===== src/rtl/step_control_if.sv =====
// Board-side signal bundle for step_control: raw pushbuttons and rate
// switches in, processor clock-enable and status outputs back.
interface step_control_if;
  logic        key_step_n;
  logic        key_run_n;
  logic        key_cpu_rst_n;
  logic [1:0]  rate_sel;
  logic        step_pulse;
  logic        cpu_reset;
  logic        running;
  logic [15:0] step_count;

  modport master (
    output key_step_n, key_run_n, key_cpu_rst_n, rate_sel,
    input  step_pulse, cpu_reset, running, step_count
  );

  modport slave (
    input  key_step_n, key_run_n, key_cpu_rst_n, rate_sel,
    output step_pulse, cpu_reset, running, step_count
  );
endinterface


===== src/rtl/step_control.sv =====
// Single-step / auto-run clock-enable generator for a soft processor:
// debounced pushbuttons, HALT/RUN FSM, rate-selectable period timer.
module step_control #(
  parameter int DB_CYCLES   = 1000000,
  parameter int BASE_PERIOD = 50000000
) (
  input  logic           clk,
  input  logic           reset_n,
  step_control_if.slave  bus
);

  localparam int DB_W  = (DB_CYCLES > 1)   ? $clog2(DB_CYCLES)   : 1;
  localparam int PER_W = (BASE_PERIOD > 1) ? $clog2(BASE_PERIOD) : 1;

  localparam int KEY_STEP = 0;
  localparam int KEY_RUN  = 1;
  localparam int KEY_RST  = 2;

  localparam logic [DB_W-1:0] DB_LAST = DB_W'(DB_CYCLES - 1);

  typedef enum logic {
    HALT = 1'b0,
    RUN  = 1'b1
  } state_t;

  logic [2:0]            key_raw;
  logic [2:0]            sync1_q;
  logic [2:0]            sync2_q;
  logic [2:0]            db_level_q;
  logic [2:0]            press_q;
  logic [2:0][DB_W-1:0]  db_cnt_q;

  state_t                state_q;
  state_t                state_d;
  logic [PER_W-1:0]      period_q;
  logic [PER_W-1:0]      period_d;
  logic                  pulse_d;
  logic [15:0]           count_d;
  logic [31:0]           period_lim;
  logic                  period_hit;

  logic                  step_pulse_q;
  logic                  cpu_reset_q;
  logic                  running_q;
  logic [15:0]           step_count_q;

  assign key_raw = {bus.key_cpu_rst_n, bus.key_run_n, bus.key_step_n};

  // Keys idle high, so synchronizers and debounced levels reset to 1 and a
  // key already held at reset release is only seen after a full debounce.
  always_ff @(posedge clk or negedge reset_n) begin
    if (!reset_n) begin
      sync1_q    <= '1;
      sync2_q    <= '1;
      db_level_q <= '1;
      press_q    <= '0;
      // NOTE: the debounce counters are plain flops, not a RAM, so they are
      // reset with everything else and cost nothing extra to clear.
      db_cnt_q   <= '0;
    end else begin
      // NOTE: non-blocking assignments keep sync2_q reading last cycle's
      // sync1_q; blocking here would collapse the synchronizer to one flop.
      sync1_q <= key_raw;
      sync2_q <= sync1_q;
      press_q <= '0;
      for (int k = 0; k < 3; k++) begin
        if (sync2_q[k] != db_level_q[k]) begin
          if (db_cnt_q[k] == DB_LAST) begin
            db_level_q[k] <= sync2_q[k];
            db_cnt_q[k]   <= '0;
            press_q[k]    <= ~sync2_q[k];
          end else begin
            db_cnt_q[k] <= db_cnt_q[k] + DB_W'(1);
          end
        end else begin
          db_cnt_q[k] <= '0;
        end
      end
    end
  end

  // Period limit is recomputed every cycle, so a rate change lands at once.
  assign period_lim = (32'(BASE_PERIOD) >> {bus.rate_sel, 1'b0}) - 32'd1;
  assign period_hit = 32'(period_q) >= period_lim;

  always_comb begin
    // NOTE: every output of this block is defaulted first so no path through
    // the case leaves a value unassigned and no latch is inferred.
    state_d  = state_q;
    period_d = period_q;
    pulse_d  = 1'b0;
    if (cpu_reset_q) begin
      state_d  = HALT;
      period_d = '0;
    end else begin
      unique case (state_q)
        HALT: begin
          if (press_q[KEY_RUN]) begin
            state_d  = RUN;
            period_d = '0;
          end else begin
            pulse_d = press_q[KEY_STEP];
          end
        end
        RUN: begin
          if (press_q[KEY_RUN]) begin
            state_d  = HALT;
            period_d = '0;
          end else if (period_hit) begin
            pulse_d  = 1'b1;
            period_d = '0;
          end else begin
            period_d = period_q + PER_W'(1);
          end
        end
        default: state_d = HALT;
      endcase
    end
    count_d = cpu_reset_q ? 16'd0 : step_count_q + 16'(pulse_d);
  end

  always_ff @(posedge clk or negedge reset_n) begin
    if (!reset_n) begin
      state_q      <= HALT;
      period_q     <= '0;
      step_pulse_q <= 1'b0;
      cpu_reset_q  <= 1'b0;
      running_q    <= 1'b0;
      step_count_q <= '0;
    end else begin
      state_q      <= state_d;
      period_q     <= period_d;
      step_pulse_q <= pulse_d;
      cpu_reset_q  <= ~db_level_q[KEY_RST];
      running_q    <= (state_d == RUN);
      step_count_q <= count_d;
    end
  end

  assign bus.step_pulse = step_pulse_q;
  assign bus.cpu_reset  = cpu_reset_q;
  assign bus.running    = running_q;
  assign bus.step_count = step_count_q;

endmodule


===== src/flat_wrapper.sv =====
// flat-port wrapper written by rule: the top's interface ports become plain ports
module step_control_flat 
#(
  parameter int DB_CYCLES   = 1000000,
  parameter int BASE_PERIOD = 50000000
)
  (clk, reset_n, bus_key_step_n, bus_key_run_n, bus_key_cpu_rst_n, bus_rate_sel, bus_step_pulse, bus_cpu_reset, bus_running, bus_step_count);
  step_control_if bus_i ();
  input  logic clk;
  input  logic reset_n;
  input wire logic [$bits(bus_i.key_step_n)-1:0] bus_key_step_n;
  input wire logic [$bits(bus_i.key_run_n)-1:0] bus_key_run_n;
  input wire logic [$bits(bus_i.key_cpu_rst_n)-1:0] bus_key_cpu_rst_n;
  input wire logic [$bits(bus_i.rate_sel)-1:0] bus_rate_sel;
  output wire logic [$bits(bus_i.step_pulse)-1:0] bus_step_pulse;
  output wire logic [$bits(bus_i.cpu_reset)-1:0] bus_cpu_reset;
  output wire logic [$bits(bus_i.running)-1:0] bus_running;
  output wire logic [$bits(bus_i.step_count)-1:0] bus_step_count;
  assign bus_i.key_step_n = bus_key_step_n;
  assign bus_i.key_run_n = bus_key_run_n;
  assign bus_i.key_cpu_rst_n = bus_key_cpu_rst_n;
  assign bus_i.rate_sel = bus_rate_sel;
  assign bus_step_pulse = bus_i.step_pulse;
  assign bus_cpu_reset = bus_i.cpu_reset;
  assign bus_running = bus_i.running;
  assign bus_step_count = bus_i.step_count;
  step_control #(.DB_CYCLES(DB_CYCLES), .BASE_PERIOD(BASE_PERIOD)) u_core (.clk(clk), .reset_n(reset_n), .bus(bus_i));
endmodule

===== config.mk =====
export PLATFORM = sky130hd
export DESIGN_NAME = step_control_flat
export DESIGN_NICKNAME = d
export VERILOG_FILES = /design/src/rtl/step_control_if.sv /design/src/rtl/step_control.sv /design/src/flat_wrapper.sv
export SDC_FILE = /design/constraint.sdc
export NUM_CORES = 1
export LEC_CHECK = 0
export CAP_MARGIN = 30
export CELL_PAD_IN_SITES_DETAIL_PLACEMENT = 1
export CELL_PAD_IN_SITES_GLOBAL_PLACEMENT = 1
export CORE_MARGIN = 3
export CORE_UTILIZATION = 28
export CTS_CLUSTER_DIAMETER = 100
export CTS_CLUSTER_SIZE = 8
export DETAILED_ROUTE_END_ITERATION = 7
export GPL_ROUTABILITY_DRIVEN = 0
export PLACE_DENSITY_LB_ADDON = 0.08
export SLEW_MARGIN = 20
export SYNTH_ARGS = -nofsm -noshare
export SYNTH_HDL_FRONTEND = slang
export SYNTH_SLANG_ARGS = --single-unit
export TNS_END_PERCENT = 5

===== constraint.sdc =====
create_clock -name clk -period 5.5 [get_ports clk]
set_input_delay 1.1 -clock clk [delete_from_list [all_inputs] [get_ports clk]]
set_output_delay 1.1 -clock clk [all_outputs]
set_load 0.005 [all_outputs]

==> flow_metrics.py <==
metrics = {
    "run_status": {
        "status": "finished clean",
    },
    "cells_and_area": {
        "multi_input_area_um2": 3010,
        "final_nets": 697,
        "syn2layout_area_growth_pct": 18.9,
        "most-common-layout-cells": "dfrtp_1, nor2_1, nand2_1, nand3_1, xor2_1",
        "ff_latch_area_um2": 2910,
        "n_antenna_cell": 0,
        "layout-drive-gt1-share_pct": 9.25,
        "layout_commonest_cell": "dfrtp_1",
        "fillers": 2350,
    },
    "sta": {
        "slew_headroom_pct": 48.4,
        "timing.fmax_ghz": 0.217,
        "period_needed_ns": 4.60,
        "post-route-period-util_pct": 83.6,
        "rsz0062_at_grt": "no",
        "hold_viol": 0,
        "setup_violations": 0,
        "tightest_slew_ns": 0.774,
        "tns_ns": 0,
        "finalMaxSlewViolations": 0,
        "fin_skew_ns": 0.00970,
    },
    "die": {
        "core_um2": 21300,
        "row_count": 53,
        "io-pin-count": 26,
        "start_util_pct": 28.8,
        "die_h_um": 154,
        "fp.dieW_um": 154,
        "die_area_um2": 23700,
    },
    "setup_path": {
        "crit_end": "u_core.bus.step_count[13]",
        "r2r_end": "u_core.bus.step_count[13]",
        "reg2reg_from": "u_core.period_q[23]",
        "path_class": "in -> reg",
        "cp-startpoint": "bus_rate_sel[1]",
        "cp_max_fo": 5,
        "start_kind": "input port",
        "worst_ep_required_time_ns": 5.76,
        "reg2reg_depth": 12,
        "path_cells": "clkdlybuf4s50_1 -> inv_1 -> ha_1 -> inv_1 -> ha_1 -> nand4_1 -> or4_1 -> or2_0 -> o22a_1 -> a2111oi_4 -> ha_1 -> nand2_1 -> nor3_1 -> nand3_1 -> xor2_1 -> nor2_1",
        "critPathCaptureType": "register",
        "slowest_stage": "clkdlybuf4s50_1",
        "max_stage_delay_ns": 0.48,
        "path_common_cell": "ha_1",
        "arrival_ns": 4.86,
        "r2r_slack_ns": 2.01,
    },
    "synth": {
        "yosys_warnings": 0,
        "yosys.area_share.simple_pct": 24.0,
        "synthFlopType": "dfrtp_1",
        "synth_edf_count": 0,
        "synth_fa_ha_area_share_pct": 6.73,
        "syn_area_um2": 6140,
        "synthesis.instances": 628,
        "ys_async_sr_fraction_pct": 100,
        "synth_cell_type_count": 55,
        "ys_ff_latch": 116,
        "synth_xor_area_share_pct": 10.1,
        "syn_nets": 668,
        "synth_mux_area_share_pct": 0.856,
        "synth_compound_area_share_pct": 7.18,
        "ys_seq_area_share_pct": 47.5,
        "synth_area_per_cell_um2": 9.77,
        "synth_top_family_by_area": "simple AND/OR/NAND/NOR gates",
    },
    "detailed_routing": {
        "first_pass_iters": 4,
        "wl_per_cell_um": 16.1,
        "finalWirelength_um": 15200,
        "via_count": 4643,
        "drt_iter0_drc": 142,
        "vias_per_cell": 4.91,
        "drtAntennaViolNets": 0,
        "drcViolationCount": 0,
    },
    "grt": {
        "grt_max_degree": 55,
        "grt_pass1_vias": 5087,
        "grt_pass1_wl_um": 26100,
        "antenna_found_initial": 0,
        "grt-ovfl-total": 0,
        "grt_use_total_pct": 13.5,
    },
    "clock_tree": {
        "postCtsSetupBuffers": 0,
        "clk_latency_ns": 0.42,
        "cts_resized": 0,
        "clk_pin_slew_ns": 0.06,
        "tritoncts": "yes",
        "clock_sinks": 116,
        "cts_buffer_depth": 2,
        "cts_root_buf": "clkbuf_16",
        "cts_buffers": 17,
        "htreeDepth": 4,
        "holdBufCountCts": 0,
    },
    "worst_hold_path": {
        "hp-class": "reg -> reg",
        "worstHoldStart": "u_core.sync1_q[2]",
        "holdPathStages": 0,
    },
    "power_and_ir_drop": {
        "ir_drop_mv": 0.134,
        "power_per_cell_area_nw_per_um2": 288,
        "p_leak_nw": 3.04,
        "p_total_mw": 2.10,
    },
    "placed_design": {
        "port_buffers": 25,
        "dp_hpwl_um": 10500,
    },
    "run": {
        "drv_cap": 0,
    },
}
power breakdown:
group          total [mW]  internal [mW]  switching (mW)
clock network        1.17          0.757           0.409
logic              0.0603         0.0190          0.0413
registers           0.870          0.864         0.00686
cells in the mapped netlist (4+ instances only):
library cell / number / area share (%)
buf_2: 5 / 0.41
nor2b_1: 4 / 0.41
nand2_1: 47 / 2.9
a22o_1: 5 / 0.71
a21oi_1: 11 / 0.90
buf_6: 4 / 0.73
or3_1: 4 / 0.41
inv_1: 24 / 1.5
nor3_1: 10 / 0.82
a31o_2: 4 / 0.57
and3_1: 18 / 1.8
nand4_1: 32 / 3.3
and4_1: 7 / 1.0
xor2_1: 44 / 6.3
ha_1: 33 / 6.7
o311ai_0: 5 / 0.71
nor4_1: 5 / 0.51
nor2_1: 97 / 5.9
nand4b_1: 4 / 0.57
dfrtp_1: 107 / 44
nand3_1: 47 / 3.8
clkbuf_1: 11 / 0.67
dfstp_2: 9 / 3.9
o21ai_0: 11 / 0.90
a31oi_1: 11 / 1.1
xnor2_1: 27 / 3.9
or2_2: 4 / 0.41
registers in the layout (all words and copies together) (netlist names):
signal                 cells
u_core.db_cnt_q           60
u_core.period_q           26
u_core.bus.step_count     16
u_core.db_level_q          3
u_core.sync1_q             3
u_core.sync2_q             3
u_core.press_q             2
u_core.bus.cpu_reset       1
u_core.bus.step_pulse      1
u_core.state_q             1
worst min-delay path by stage:
stage	endpoint	slack [ns]
CTS	u_core.sync2_q[2]	0.36
global route	u_core.sync2_q[1]	0.36
global placement	u_core.sync2_q[2]	0.35
finish	u_core.sync2_q[2]	0.36
detailed placement	u_core.sync2_q[2]	0.35
floorplan	u_core.sync2_q[0]	0.35
area by class of cell:
type | instances | share of cell area [%]
well taps | 275 | 4.72
repair buffers | 32 | 4.34
multi-input cells | 466 | 41.3
clock buffers | 19 | 5.94
inverters | 24 | 1.24
flip-flops and latches | 116 | 40.0
clock inverters | 13 | 2.56
critical path: cells and delay by family:
family / cells / cell delay [ns]
AOI/OAI and AO/OA: 2 / 0.63
xor gates and xnor gates: 1 / 0.14
adders and majority gates: 3 / 0.95
buffers and inverters: 3 / 0.68
and+or+nand+nor: 7 / 1.36
cells by family after synthesis:
family	count (synthesis)
other cells	2
flops	116
fa+ha+maj	33
xor+xnor	71
compound gates	62
buf+inv	46
mux	5
simple gates	293
per-stage QoR:
| stage | cell area (um^2) | utilization [%] | hold WS (ns) | setup slack [ns] | cells |
|---|---|---|---|---|---|
| final | 7290 | 34.3 | 0.356 | 0.902 | 945 |
| after global routing | 7290 | 34.3 | 0.363 | 0.587 | 945 |
| after CTS | 7290 | 34.3 | 0.357 | 0.849 | 945 |
| after detailed placement | 6670 | 31.4 | 0.347 | 0.421 | 913 |
| after global placement | 6640 | 31.2 | 0.346 | 0.543 | 911 |
| after floorplan | 6140 | - | 0.345 | 1.15 | 628 |
metal layers:
layer	routed length, um	global-route usage, %	vias up
li1	-	-	2255
met1	7510	18.2	2345
met2	7180	21.7	32
met3	312	2.81	11
met4	174	4.16	0
met5	0	0	-
Power figures use the tool's default switching activity.
